$ cat config.mk
export PLATFORM = sky130hd
export DESIGN_NAME = vid_blit
export DESIGN_NICKNAME = d
export VERILOG_FILES = /design/src/rtl/vid_blit_pkg.sv /design/src/rtl/vid_blit.sv
export SDC_FILE = /design/constraint.sdc
export NUM_CORES = 1
export LEC_CHECK = 0
export CAP_MARGIN = 10
export CORE_AREA = 5 5 105 107
export CTS_CLUSTER_SIZE = 24
export DETAILED_ROUTE_END_ITERATION = 6
export DIE_AREA = 0 0 110 112
export DONT_BUFFER_PORTS = 1
export PLACE_DENSITY = 0.65
export SLEW_MARGIN = 30
export SYNTH_ARGS = -nofsm -noshare
export SYNTH_HDL_FRONTEND = slang
export SYNTH_SLANG_ARGS = --single-unit
$ cat constraint.sdc
create_clock -name i_clk -period 4.15 [get_ports i_clk]
set_input_delay 0.83 -clock i_clk [delete_from_list [all_inputs] [get_ports i_clk]]
set_output_delay 0.83 -clock i_clk [all_outputs]
set_load 0.005 [all_outputs]
$ cat src/rtl/vid_blit_pkg.sv
// vid_blit_pkg: CPU port addresses and FSM state encoding shared by the
// blitter and anything that talks to it.
package vid_blit_pkg;

   // CPU data-space register map
   localparam logic [15:0] A_ADDR  = 16'h0020;  // pointer shift-in
   localparam logic [15:0] A_BANKR = 16'h0021;  // display bank select
   localparam logic [15:0] A_BANKW = 16'h0022;  // write bank select
   localparam logic [15:0] A_DATA  = 16'h0023;  // single write at ptr
   localparam logic [15:0] A_CNTL  = 16'h0024;  // fill count low byte
   localparam logic [15:0] A_CNTH  = 16'h0025;  // fill count high byte
   localparam logic [15:0] A_FILL  = 16'h0026;  // start fill with value
   localparam logic [15:0] A_CTRL  = 16'h0027;  // status read / abort write
   localparam logic [15:0] A_STRL  = 16'h0028;  // fill stride low byte
   localparam logic [15:0] A_STRH  = 16'h0029;  // fill stride high byte

   typedef enum logic {
      ST_IDLE = 1'b0,
      ST_FILL = 1'b1
   } state_t;

endpackage

$ cat src/rtl/vid_blit.sv
// vid_blit: CPU-programmed video-memory blitter. Single writes through a
// post-incrementing pointer, plus a hardware fill of N bytes into a latched
// bank. Optional build macro VID_BLIT_STRIDE_EN adds a programmable fill
// stride register at 0x28/0x29; without it the fill always steps by one.
module vid_blit
   import vid_blit_pkg::*;
(
   input  logic        i_clk,
   input  logic        i_rst,
   input  logic [15:0] i_address,
   input  logic [7:0]  i_data,
   input  logic        i_we,
   output logic [7:0]  o_data,
   output logic [16:0] o_vid_address,
   output logic [7:0]  o_vid_data,
   output logic        o_vid_we,
   output logic        o_vid_bank_r
);

   state_t      r_state;
   state_t      w_state_next;

   logic [15:0] r_ptr,        w_ptr_next;
   logic [15:0] r_count,      w_count_next;
   logic [15:0] r_remain,     w_remain_next;
   logic [7:0]  r_fill_val,   w_fill_val_next;
   logic        r_fill_bank,  w_fill_bank_next;
   logic        r_bank_w,     w_bank_w_next;
   logic        r_bank_r,     w_bank_r_next;
   logic        r_overrun,    w_overrun_next;
   logic        r_vid_we,     w_vid_we_next;
   logic [16:0] r_vid_address, w_vid_address_next;
   logic [7:0]  r_vid_data,   w_vid_data_next;

   logic [15:0] w_step;
   logic        w_busy;
   logic        w_drop_addr;

`ifdef VID_BLIT_STRIDE_EN
   logic [15:0] r_stride, w_stride_next;
   assign w_step = r_stride;
`else
   assign w_step = 16'd1;
`endif

   assign w_busy = (r_state == ST_FILL);

   // Registers that a running fill owns; writing them mid-fill is an overrun.
   assign w_drop_addr = (i_address == A_ADDR)  || (i_address == A_BANKW) ||
                        (i_address == A_DATA)  || (i_address == A_CNTL)  ||
                        (i_address == A_CNTH)  || (i_address == A_FILL);

   // Next-state and datapath decode: CPU writes in IDLE, fill stepping in FILL
   always_comb begin
      w_state_next       = r_state;
      w_ptr_next         = r_ptr;
      w_count_next       = r_count;
      w_remain_next      = r_remain;
      w_fill_val_next    = r_fill_val;
      w_fill_bank_next   = r_fill_bank;
      w_bank_w_next      = r_bank_w;
      w_bank_r_next      = r_bank_r;
      w_overrun_next     = r_overrun;
      w_vid_we_next      = 1'b0;
      w_vid_address_next = r_vid_address;
      w_vid_data_next    = r_vid_data;
`ifdef VID_BLIT_STRIDE_EN
      w_stride_next      = r_stride;
`endif

      case (r_state)
         ST_IDLE: begin
            if (i_we) begin
               case (i_address)
                  A_ADDR:  w_ptr_next = {r_ptr[7:0], i_data};
                  A_BANKW: w_bank_w_next = i_data[0];
                  A_DATA: begin
                     w_vid_we_next      = 1'b1;
                     w_vid_address_next = {r_bank_w, r_ptr};
                     w_vid_data_next    = i_data;
                     w_ptr_next         = r_ptr + 16'd1;
                  end
                  A_CNTL:  w_count_next = {r_count[15:8], i_data};
                  A_CNTH:  w_count_next = {i_data, r_count[7:0]};
                  A_FILL: begin
                     w_fill_val_next  = i_data;
                     w_fill_bank_next = r_bank_w;
                     // The first fill write is issued straight from the
                     // command so vid_we rises the very next cycle.
                     if (r_count != 16'd0) begin
                        w_state_next       = ST_FILL;
                        w_vid_we_next      = 1'b1;
                        w_vid_address_next = {r_bank_w, r_ptr};
                        w_vid_data_next    = i_data;
                        w_ptr_next         = r_ptr + w_step;
                        w_remain_next      = r_count - 16'd1;
                     end
                  end
                  default: ;
               endcase
            end
         end
         ST_FILL: begin
            if (r_remain != 16'd0) begin
               w_vid_we_next      = 1'b1;
               w_vid_address_next = {r_fill_bank, r_ptr};
               w_vid_data_next    = r_fill_val;
               w_ptr_next         = r_ptr + w_step;
               w_remain_next      = r_remain - 16'd1;
            end else begin
               w_state_next = ST_IDLE;
            end
            if (i_we && w_drop_addr) begin
               w_overrun_next = 1'b1;
            end
         end
      endcase

      // Display bank, stride and abort are honoured in every state
      if (i_we) begin
         if (i_address == A_BANKR) begin
            w_bank_r_next = i_data[0];
         end
`ifdef VID_BLIT_STRIDE_EN
         if (i_address == A_STRL) begin
            w_stride_next = {r_stride[15:8], i_data};
         end
         if (i_address == A_STRH) begin
            w_stride_next = {i_data, r_stride[7:0]};
         end
`endif
         if (i_address == A_CTRL) begin
            w_state_next   = ST_IDLE;
            w_overrun_next = 1'b0;
            w_vid_we_next  = 1'b0;
            w_remain_next  = 16'd0;
         end
      end
   end

   // FSM state register
   always_ff @(posedge i_clk or posedge i_rst) begin
      if (i_rst) begin
         r_state <= ST_IDLE;
      end else begin
         r_state <= w_state_next;
      end
   end

   // Datapath and video-port registers; async reset kills vid_we at once
   always_ff @(posedge i_clk or posedge i_rst) begin
      if (i_rst) begin
         r_ptr         <= 16'd0;
         r_count       <= 16'd0;
         r_remain      <= 16'd0;
         r_fill_val    <= 8'd0;
         r_fill_bank   <= 1'b0;
         r_bank_w      <= 1'b0;
         r_bank_r      <= 1'b0;
         r_overrun     <= 1'b0;
         r_vid_we      <= 1'b0;
         r_vid_address <= 17'd0;
         r_vid_data    <= 8'd0;
      end else begin
         r_ptr         <= w_ptr_next;
         r_count       <= w_count_next;
         r_remain      <= w_remain_next;
         r_fill_val    <= w_fill_val_next;
         r_fill_bank   <= w_fill_bank_next;
         r_bank_w      <= w_bank_w_next;
         r_bank_r      <= w_bank_r_next;
         r_overrun     <= w_overrun_next;
         r_vid_we      <= w_vid_we_next;
         r_vid_address <= w_vid_address_next;
         r_vid_data    <= w_vid_data_next;
      end
   end

`ifdef VID_BLIT_STRIDE_EN
   // Fill stride register, defaults to a step of one
   always_ff @(posedge i_clk or posedge i_rst) begin
      if (i_rst) begin
         r_stride <= 16'd1;
      end else begin
         r_stride <= w_stride_next;
      end
   end
`endif

   // Combinational register readback
   always_comb begin
      o_data = 8'h00;
      case (i_address)
         A_CTRL:  o_data = {6'b0, r_overrun, w_busy};
         A_ADDR:  o_data = r_ptr[7:0];
`ifdef VID_BLIT_STRIDE_EN
         A_STRL:  o_data = r_stride[7:0];
         A_STRH:  o_data = r_stride[15:8];
`endif
         default: o_data = 8'h00;
      endcase
   end

   assign o_vid_we      = r_vid_we;
   assign o_vid_address = r_vid_address;
   assign o_vid_data    = r_vid_data;
   assign o_vid_bank_r  = r_bank_r;

endmodule

After elaboration in Yosys (flattened, before gate mapping)
Cells that the tools add are included.
{"block": "op_classes", "n_addsub": 3, "reduce_logical": 15, "n_mux": 40, "bitwise": 3, "n_eq_ne": 13}
{"op": "2-to-1 mux 16 bit", "count": 9}
{"op": "== test 16 x 6 -> 1 bit, second input constant", "count": 8}
{"op": "case mux 16 bit (2 select lines)", "count": 3}
{"op": "case mux 17 bit (2 select lines)", "count": 2}
{"op": "2-to-1 mux 17 bit", "count": 3}
{"op": "case mux 16 bit (3 select lines)", "count": 1}
{"op": "case mux 8 bit (2 select lines)", "count": 3}
{"op": "nonzero test 16 bit", "count": 2}
{"op": "subtractor 16 x 1 -> 16 bit, second input constant", "count": 2}
{"op": "2-to-1 mux 8 bit", "count": 3}
{"op": "adder 16 x 1 -> 16 bit, second input constant", "count": 1}
{"op": "AND reduction 4 bit", "count": 4}
{"op": "2-to-1 mux 1 bit", "count": 13}
{"op": "inequality test 3 bit, second input constant", "count": 2}
{"op": "case mux 1 bit (2 select lines)", "count": 3}
{"op": "AND reduction 3 bit", "count": 2}
{"op": "logical OR 1 bit", "count": 5}
{"op": "inequality test 4 bit, second input constant", "count": 1}
{"op": "NOT 1 bit", "count": 3}
{"op": "inequality test 2 x 1 -> 1 bit, second input constant", "count": 1}
{"op": "inequality test 2 bit, second input constant", "count": 1}
{"op": "AND reduction 2 bit", "count": 1}
{"op": "logical AND 1 bit", "count": 1}
{"block": "word_totals", "elab_cells": 87, "register_bits": 87, "input_bits": 27, "output_inout_bits": 35}

Longest topological paths before layout
Gate-level depths: netlist of the first run.
{"block": "logic_depth", "depth_word": 11, "ltp_mapped": 10, "depth_no_buf": 8}

Worst setup path after synthesis of the first run
OpenSTA, ideal clock, no wires.
{"block": "synth_timing", "path_kind": "input to output", "startpoint": "input i_address[13]", "endpoint": "output o_data[2]", "t_arrival_ns": 1.900, "required_time_ns": 3.320, "path_stages": 4, "path_buffers": 1, "path_slack_ns": 1.420, "cell_sequence": "nor4_1 and4b_1 clkbuf_1 and3_1"}
{"block": "synth_via", "elab_chain_len": 2, "word_cells_on_any_way": 3, "cone_classes": "eq/ne: 2; mux: 1"}
{"item": "start, declared", "line": "vid_blit.sv:10", "rtl": "input logic [15:0] i_address,"}
{"item": "== test 16 x 6 -> 1 bit", "line": "vid_blit.sv:193", "rtl": "case (i_address)"}
{"item": "case mux 8 bit (2 select lines) *", "line": "vid_blit.sv:193"}
{"item": "end, declared", "line": "vid_blit.sv:13", "rtl": "output logic [7:0] o_data,"}
Mark *: on every way between the ends. The rest lies on a longest branch, timed or not.

Worst setup path in the final report of the first run
{"block": "layout_timing", "startpoint": "register r_count[0]", "endpoint": "register r_ptr[11]"}
{"block": "layout_via", "elab_chain_len": 3}
{"item": "start, declared", "line": "vid_blit.sv:24", "rtl": "logic [15:0] r_count, w_count_next;"}
{"item": "start signal, assigned", "line": "vid_blit.sv:166", "rtl": "r_count <= w_count_next;"}
{"item": "nonzero test 16 bit", "line": "vid_blit.sv:90", "rtl": "if (r_count != 16'd0) begin"}
{"item": "inequality test 3 bit (no source line)"}
{"item": "AND reduction 4 bit (no source line)"}
{"item": "end signal, assigned", "line": "vid_blit.sv:165", "rtl": "r_ptr <= w_ptr_next;"}
{"item": "end, declared", "line": "vid_blit.sv:23", "rtl": "logic [15:0] r_ptr, w_ptr_next;"}
Every way passes these cells.
A chain may end at the register's enable or synchronous reset.

==> impl_metrics.csv, run 1 <==
group,metric,value,unit
sta,finalMaxSlewViolations,0,
critical_path,cp-start-kind,"flop",
grt,track_usage,21.6,%
clock_tree,clock_sinks,87,
final_layout,drive_above_1_share,16.3,%
critical_path,worstPathMaxFanout,16,
clock_tree,post_cts_resized,0,
die,initial_utilization,49.4,%
clock_tree,postCtsSetupRepairBufs,0,
final_layout,fillers,897,
grt,grt_max_degree,41,
grt,overflow,0,
synthesis,async_flop_share,100,%
clock_tree,holdBufCountCts,0,
placement,port_buffers,0,
drt,routed_via_density,6.23,
die,core_area,0.0100,mm2
synthesis,synth_edf_count,0,
die,die_h,112,um
sta,maxSlewHeadroom,45.0,%
die,num_rows,37,
sta,fin_setup_tns,0,ns
critical_path,crit_type,"reg -> reg",
synthesis,syn_area,0.00497,mm2
grt,grt_pass1_wl,20900,um
grt,grt_pass1_vias,3993,
synthesis,yosys_warnings,0,
sta,rsz0062_at_grt,"false",
sta,setup_viol,0,
die,pin_count,62,
sta,finalCritPeriodShare,72.3,%
sta,tightest_slew,0.822,ns
clock_tree,clk_latency,0.37,ns
grt,antenna_found_initial,0,
clock_tree,cts_buffers,9,
drt,dr.pass1.iters,4,
drt,vias,3951,
clock_tree,htree_num_levels,3,
synthesis,synth_nets,534,
placement,dp_hpwl,8830,um
synthesis,synth_most_common_cell,"dfrtp_1",
final_layout,nNetsFinal,524,
drt,drt_iter0_drc,257,
critical_path,reg2reg_from,"r_count[0]$_DFFE_PP0P_",
drt,wl,12600,um
critical_path,crit_arrival,3.26,ns
final_layout,diodes,0,
synthesis,yosys-top-cells-area,"dfrtp_1 44%, mux2_2 8.8%, a21oi_1 3.6%, nor2_1 3.6%, xnor2_1 2.5%",
drt,drc,0,
sta,max_clock_freq,333,MHz
clock_tree,ctsLongestPathBuffers,2,
outcome,outcome,"finished, final reports clean",
synthesis,synthCells,503,
clock_tree,cts_tree,"done",
synthesis,synth_cell_types,64,
die,die_w,110,um
critical_path,required,4.41,ns
final_layout,area_delta_synth_final,5.79,%
critical_path,reg2reg_to,"r_ptr[11]$_DFFE_PP0P_",
power_and_ir_drop,irDropWorstVdd,0.143,mV
sta,hold_viol,0,
drt,ant_nets,0,
synthesis,yosysSeqAreaShare,43.8,%
sta,worst_clock_skew,0.0140,ns
synthesis,synth_largest_area_cell,"dfrtp_1",
synthesis,synth_top_area_share,43.8,%
power_and_ir_drop,pwr_density_cell,281,mW/mm2
hold_path,hold_class,"in -> async",
synthesis,synth_seq_cells,87,
power_and_ir_drop,leakage,2.21,nW
final_layout,ff_latch_area,0.00218,mm2
job,cap_violations,0,
final_layout,utilization,52.3,%
synthesis,synth_ff_type,"dfrtp_1",
drt,wl_per_cell,19.9,um
critical_path,reg2regPathDepth,8,
clock_tree,path_clk_slew,0.09,ns
clock_tree,cts-root-buf,"clkbuf_8",
synthesis,synth.avg_cell_area,9.88,um2
critical_path,endpoint_kind,"flop",
critical_path,ff2ff_setup_slack,1.15,ns
sta,fin_crit,3.00,ns
final_layout,multi_input_comb_area,0.00263,mm2
synthesis,ys_top_cells_by_count,"87 x dfrtp_1, 47 x nor2_1, 39 x mux2_2, 36 x a21oi_1, 26 x nand2_1",
placement,finalWeightedCongestion,0.855,
die,die_area,0.0123,mm2
[sequential cells by signal, summed over array words and instances, names as in the netlist]
| signal | count |
|---|---|
| o_vid_data | 8 |
| r_overrun | 1 |
| r_remain | 16 |
| r_fill_bank | 1 |
| o_vid_address | 17 |
| o_vid_we | 1 |
| r_ptr | 16 |
| r_fill_val | 8 |
| r_count | 16 |
| o_vid_bank_r | 1 |
| r_bank_w | 1 |
| r_state | 1 |
[cell families after synthesis]
group | share of synthesized area (%)
AO/OA/AOI/OAI | 15.8
adder cells (fa/ha/maj) | 1.01
AND/OR/NAND/NOR | 20.4
flip-flops | 43.8
multiplexers | 11.3
XOR/XNOR | 4.23
buffers and inverters | 3.43
[through the flow]
| step | worst slack, ns | cell area, um2 | total power, mW | hold WS, ns | instances |
|---|---|---|---|---|---|
| floorplan | 1.07 | 4970 | 0.925 | 0.467 | 503 |
| global placement | 1.08 | 5070 | 0.935 | 0.490 | 618 |
| detailed placement | 1.02 | 5070 | 0.936 | 0.499 | 618 |
| CTS | 1.16 | 5250 | 1.49 | 0.433 | 634 |
| global route | 1.02 | 5260 | 1.53 | 0.478 | 634 |
| finish | 1.15 | 5260 | 1.48 | 0.409 | 634 |
[worst max-delay path by stage]
| stage | from | endpoint | slack [ns] | cells after the start |
|---|---|---|---|---|
| floorplan | i_rst | o_vid_address[0]$_DFFE_PP0P_ | 1.07 | 1 |
| global placement | i_address[9] | r_count[6]$_DFFE_PP0P_ | 1.08 | 5 |
| detailed placement | i_address[13] | o_vid_address[5]$_DFFE_PP0P_ | 1.02 | 6 |
| CTS | r_count[0]$_DFFE_PP0P_ | r_ptr[11]$_DFFE_PP0P_ | 1.16 | 8 |
| global route | r_count[0]$_DFFE_PP0P_ | r_ptr[11]$_DFFE_PP0P_ | 1.02 | 8 |
| finish | r_count[0]$_DFFE_PP0P_ | r_ptr[11]$_DFFE_PP0P_ | 1.15 | 8 |
[worst max-delay path, stage by stage, from the launching register on]
cell	delay (ns)
dfrtp_1	0.41
inv_1	0.11
ha_1	0.23
nor4b_2	0.33
nand2_1	0.22
or4_4	0.57
o21ai_2	0.61
nor4_1	0.12
a211o_1	0.29
[power by group]
part	internal [mW]	total (mW)	leakage, nW	switching, mW
Clock	0.236	0.559	0.0849	0.323
Combinational	0.0182	0.0551	0.967	0.0369
Sequential	0.855	0.864	1.16	0.00864
[cell usage in the layout (no fill, tap or decap), drive strengths merged, types with 5 or more instances in the layout]
| cell type | n |
|---|---|
| xnor2 | 14 |
| xor2 | 10 |
| nand4 | 11 |
| nand3 | 13 |
| mux2 | 41 |
| nor3 | 26 |
| nor4 | 9 |
| nand2 | 26 |
| a31oi | 5 |
| inv | 10 |
| clkbuf | 10 |
| nor2 | 47 |
| o21ai | 18 |
| mux2i | 10 |
| a22o | 7 |
| dfrtp | 87 |
| a211oi | 16 |
| or4 | 6 |
| and3 | 13 |
| a21oi | 36 |
| buf | 7 |
| o211a | 5 |
| or3 | 6 |
[area by class of cell]
type	count	share of cell area (%)
clock buffers	10	2.62
clock inverters	6	0.857
inverters	10	0.738
multi-input cells	378	50.1
flip-flops and latches	87	41.5
well taps	136	3.24
repair buffers	7	1.00
[metal layers]
metal  part of all wire, %  GRT usage (%)
met3                   9.4           7.71
met2                    44           30.9
met1                    45           30.0
met5                     0              0
met4                   1.7           7.65
Power figures use the tool's default switching activity.
==> inputs of run 2 (changes only) <==
--- a/config.mk
+++ b/config.mk
@@ -11,7 +11,7 @@
 export DETAILED_ROUTE_END_ITERATION = 6
 export DIE_AREA = 0 0 110 112
 export DONT_BUFFER_PORTS = 1
-export PLACE_DENSITY = 0.65
+export PLACE_DENSITY = 0.68
 export SLEW_MARGIN = 30
 export SYNTH_ARGS = -nofsm -noshare
 export SYNTH_HDL_FRONTEND = slang
==> constraint.sdc (replaced) <==
create_clock -name i_clk -period 2.7 [get_ports i_clk]
set_input_delay 0.54 -clock i_clk [delete_from_list [all_inputs] [get_ports i_clk]]
set_output_delay 0.54 -clock i_clk [all_outputs]
set_load 0.005 [all_outputs]
==> impl_metrics.csv, run 2 (synthesis gave the netlist of run 1 again) <==
group,metric,value,unit
die,core_area,0.0100,mm2
critical_path,required,2.97,ns
sta,worst_clock_skew,0.0138,ns
power_and_ir_drop,pwr_density_cell,441,mW/mm2
sta,fin_crit,2.54,ns
drt,vias,4067,
placement,dp_hpwl,9070,um
sta,hold_viol,0,
die,die_area,0.0123,mm2
clock_tree,ctsLongestPathBuffers,2,
sta,setup_viol,0,
final_layout,final_area,0.00545,mm2
final_layout,diodes,0,
drt,wl_per_cell,19.4,um
hold_path,hold_class,"in -> async",
sta,hold_slack,0.0551,ns
final_layout,final_common_cell,"dfrtp_1",
critical_path,endpoint_kind,"flop",
die,initial_utilization,49.4,%
clock_tree,clk_latency,0.38,ns
placement,placedCellCount,633,
grt,grt_pass1_wl,20900,um
sta,finalMaxSlewViolations,0,
grt,grt_pass1_vias,3900,
final_layout,drive_above_1_share,18.7,%
power_and_ir_drop,leakage,2.32,nW
grt,overflow,0,
sta,finalCritPeriodShare,94.1,%
sta,fin_setup_tns,0,ns
sta,tightest_slew,0.523,ns
placement,finalWeightedCongestion,0.922,
critical_path,crit_type,"reg -> reg",
clock_tree,cts_tree,"done",
die,pin_count,62,
critical_path,crit_arrival,2.81,ns
drt,ant_nets,0,
final_layout,nNetsFinal,539,
final_layout,utilization,54.3,%
outcome,outcome,"finished, final reports clean",
clock_tree,cts-root-buf,"clkbuf_8",
critical_path,reg2regPathDepth,8,
drt,drt_iter0_drc,343,
die,die_h,112,um
die,die_w,110,um
drt,routed_via_density,6.27,
sta,rsz0062_at_grt,"false",
drt,dr.pass1.iters,5,
die,num_rows,37,
power_and_ir_drop,irDropWorstVdd,0.358,mV
clock_tree,path_clk_slew,0.09,ns
final_layout,area_delta_synth_final,9.75,%
clock_tree,htree_num_levels,3,
critical_path,worstPathMaxFanout,38,
grt,antenna_found_initial,0,
clock_tree,holdBufCountCts,0,
clock_tree,clock_sinks,87,
final_layout,final_cell_count_no_fill,649,
placement,post_dp_cell_area,0.00523,mm2
critical_path,cp-start-kind,"flop",
final_layout,final_cell_mix,"86 x dfrtp_1, 47 x nor2_1, 39 x mux2_2",
grt,grt_max_degree,39,
job,cap_violations,0,
grt,track_usage,21.8,%
sta,max_clock_freq,394,MHz
final_layout,largest_register_ffs,17,
clock_tree,cts_buffers,9,
placement,port_buffers,0,
drt,drc,0,
drt,wl,12600,um
sta,maxSlewHeadroom,64.8,%
run 2: cell count changes in the layout (fill, tap and decap cells not counted), sizes merged:
cell,previous run,this run
buf,7,22
clkbuf,10,12
inv,10,9
clkinvlp,3,4
bufinv,0,1
clkinv,3,0
run 2: final timing paths:
path | startpoint | endpoint | slack (ns)
worst max register to register | r_count[0]$_DFFE_PP0P_ | o_vid_address[2]$_DFFE_PP0P_ | 0.16
min in group i_clk | i_data[1] | r_count[1]$_DFFE_PP0P_ | 0.29
worst max-delay path | r_count[0]$_DFFE_PP0P_ | o_vid_address[2]$_DFFE_PP0P_ | 0.16
max in group asynchronous | i_rst | r_count[4]$_DFFE_PP0P_ | 1.98
worst min-delay path | i_rst | r_fill_bank$_DFFE_PP0P_ | 0.06
worst min register to register | r_fill_val[1]$_DFFE_PP0P_ | r_fill_val[1]$_DFFE_PP0P_ | 0.51
run 2: final cells by class:
cell class                      count  area (um2)
Fill cell                         887        4590
Multi-Input combinational cell    378        2630
Sequential cell                    87        2180
Timing Repair Buffer               22         215
Tap cell                          136         170
Clock buffer                       12         165
Clock inverter                      4        52.6
Inverter                           10        41.3
run 2: critical path: stages (launching register included):
cell	delay, ns
dfrtp_1	0.41
inv_1	0.10
ha_1	0.17
nor4b_2	0.30
nand2_1	0.13
or4_4	0.53
o211a_1	0.27
buf_12	0.19
mux2_1	0.32
run 2: power breakdown:
| part | internal [mW] | switching, mW |
|---|---|---|
| logic | 0.0347 | 0.0593 |
| registers | 1.31 | 0.0126 |
| clock network | 0.503 | 0.481 |
run 2: timing repair:
action | in CTS | in global routing
endpoints found under the hold margin | 0 | 0
gates resized for setup | 0 | 1
endpoints found under the setup margin | 0 | 1
setup buffers | 0 | 0
run 2: layer usage:
layer	track usage, %	up-vias	wire (um)
met1	32.0	2006	5740
met5	0	-	0
li1	-	1888	-
met2	31.3	158	5750
met4	5.49	0	145
met3	6.49	15	936
run 2: metrics by stage:
stage | total power, mW | setup slack [ns]
2_1_floorplan | 1.42 | 0.257
3_3_place_gp | 1.45 | 0.178
3_5_place_dp | 1.45 | 0.108
4_1_cts | 2.43 | 0.108
5_1_grt | 2.51 | 0.0562
6_report | 2.40 | 0.159
==> inputs of run 3 (changes only) <==
--- a/config.mk
+++ b/config.mk
@@ -11,7 +11,8 @@
 export DETAILED_ROUTE_END_ITERATION = 6
 export DIE_AREA = 0 0 110 112
 export DONT_BUFFER_PORTS = 1
-export PLACE_DENSITY = 0.68
+export PLACE_DENSITY = 0.65
+export SETUP_SLACK_MARGIN = 0.3
 export SLEW_MARGIN = 30
 export SYNTH_ARGS = -nofsm -noshare
 export SYNTH_HDL_FRONTEND = slang
==> constraint.sdc (replaced) <==
create_clock -name i_clk -period 2.9 [get_ports i_clk]
set_input_delay 0.58 -clock i_clk [delete_from_list [all_inputs] [get_ports i_clk]]
set_output_delay 0.58 -clock i_clk [all_outputs]
set_load 0.005 [all_outputs]
==> impl_metrics.csv, run 3 (synthesis gave the netlist of run 1 again) <==
group,metric,value,unit
final_layout,drive_above_1_share,18.7,%
drt,wl_per_cell,19.7,um
final_layout,nNetsFinal,539,
sta,worst_clock_skew,0.00925,ns
final_layout,multi_input_comb_area,0.00266,mm2
critical_path,endpoint_kind,"flop",
placement,finalWeightedCongestion,0.887,
die,die_w,110,um
critical_path,ff2ff_setup_slack,0.40,ns
final_layout,fillers,943,
sta,fin_crit,2.50,ns
clock_tree,ctsLongestPathBuffers,2,
final_layout,final_cell_mix,"85 x dfrtp_1, 47 x nor2_1, 39 x mux2_2",
sta,finalCritPeriodShare,86.1,%
clock_tree,clock_sinks,87,
die,die_h,112,um
final_layout,final_cell_count_no_fill,649,
final_layout,area_delta_synth_final,9.62,%
sta,hold_slack,0.144,ns
sta,rsz0062_at_grt,"false",
critical_path,cp_cell_sequence,"nor4_4 -> nand3b_1 -> or4_4 -> o211a_1 -> buf_8 -> mux2_1",
critical_path,reg2reg_from,"r_count[7]$_DFFE_PP0P_",
grt,antenna_found_initial,0,
critical_path,reg2regPathDepth,6,
critical_path,slowest_stage,"or4_4",
final_layout,final_common_cell,"dfrtp_1",
critical_path,reg2reg_to,"o_vid_address[2]$_DFFE_PP0P_",
clock_tree,cts_tree,"done",
sta,tightest_slew,0.637,ns
clock_tree,holdBufCountCts,0,
critical_path,crit_buf_inv,1,
critical_path,worstSetupStartpoint,"r_count[7]$_DFFE_PP0P_",
critical_path,required,3.14,ns
drt,ant_nets,0,
grt,grt_pass1_wl,21500,um
drt,routed_via_density,6.15,
critical_path,crit_type,"reg -> reg",
drt,drt_iter0_drc,251,
grt,overflow,0,
final_layout,utilization,54.2,%
drt,drc,0,
sta,setup_viol,0,
critical_path,cp-start-kind,"flop",
grt,track_usage,22.1,%
grt,grt_max_degree,62,
sta,finalMaxSlewViolations,0,
job,cap_violations,0,
clock_tree,clk_latency,0.36,ns
placement,dp_hpwl,9240,um
sta,maxSlewHeadroom,57.3,%
die,pin_count,62,
critical_path,max_stage_delay,0.60,ns
clock_tree,cts-root-buf,"clkbuf_8",
sta,fin_setup_tns,0,ns
power_and_ir_drop,irDropWorstVdd,0.243,mV
drt,vias,3991,
clock_tree,htree_num_levels,3,
sta,max_clock_freq,401,MHz
clock_tree,cts_buffers,9,
die,num_rows,37,
die,die_area,0.0123,mm2
hold_path,hold_class,"in -> async",
critical_path,critical_path.top_delay_family,"simple AND/OR/NAND/NOR gates",
final_layout,ff_latch_area,0.00218,mm2
placement,placedCellCount,630,
drt,dr.pass1.iters,5,
die,core_area,0.0100,mm2
outcome,outcome,"finished, final reports clean",
power_and_ir_drop,leakage,2.31,nW
drt,wl,12800,um
grt,grt_pass1_vias,4040,
placement,port_buffers,0,
final_layout,diodes,0,
clock_tree,path_clk_slew,0.08,ns
critical_path,crit_arrival,2.74,ns
die,initial_utilization,49.4,%
final_layout,largest_register_ffs,17,
power_and_ir_drop,pwr_density_cell,410,mW/mm2
sta,hold_viol,0,
power_and_ir_drop,total_power,2.23,mW
critical_path,worstPathMaxFanout,38,
run 3: layout make-up:
type | instances | share of cell area (%)
Inverter | 10 | 0.758
Clock buffer | 12 | 2.48
Clock inverter | 4 | 1.29
Timing Repair Buffer | 22 | 3.40
Multi-Input combinational cell | 378 | 48.9
Tap cell | 136 | 3.12
Sequential cell | 87 | 40.0
run 3: metal layers:
metal  GRT usage, %  part of all wire [%]
met2           32.2                    45
met3           5.16                   5.9
met5              0                     0
met1           32.5                    48
met4           6.57                   1.2
run 3: stage by stage:
stage | instance area [um2] | worst slack [ns]
6_report | 5450 | 0.403
5_1_grt | 5450 | 0.300
4_1_cts | 5400 | 0.316
3_3_place_gp | 5170 | 0.248
3_5_place_dp | 5170 | 0.165
2_1_floorplan | 4970 | 0.457
run 3: worst max-delay path by stage:
stage	to	slack, ns	cells after the start
3_5_place_dp	r_ptr[6]$_DFFE_PP0P_	0.16	7
6_report	o_vid_address[2]$_DFFE_PP0P_	0.40	6
5_1_grt	r_remain[13]$_DFF_PP0_	0.30	10
4_1_cts	o_vid_address[12]$_DFFE_PP0P_	0.32	8
2_1_floorplan	o_vid_address[0]$_DFFE_PP0P_	0.46	6
3_3_place_gp	r_ptr[6]$_DFFE_PP0P_	0.25	7
run 3: timing repair:
item | 4_1_cts | 5_1_grt
setup buffers | 0 | 3
pin swaps | 0 | 2
setup endpoints to repair | 27 | 35
resized for setup | 5 | 5
run 3: power breakdown:
part	internal, mW	switching, mW	total, mW
Sequential	1.22	0.0123	1.24
Clock	0.484	0.428	0.913
Combinational	0.0294	0.0547	0.0841
Total	1.74	0.495	2.23
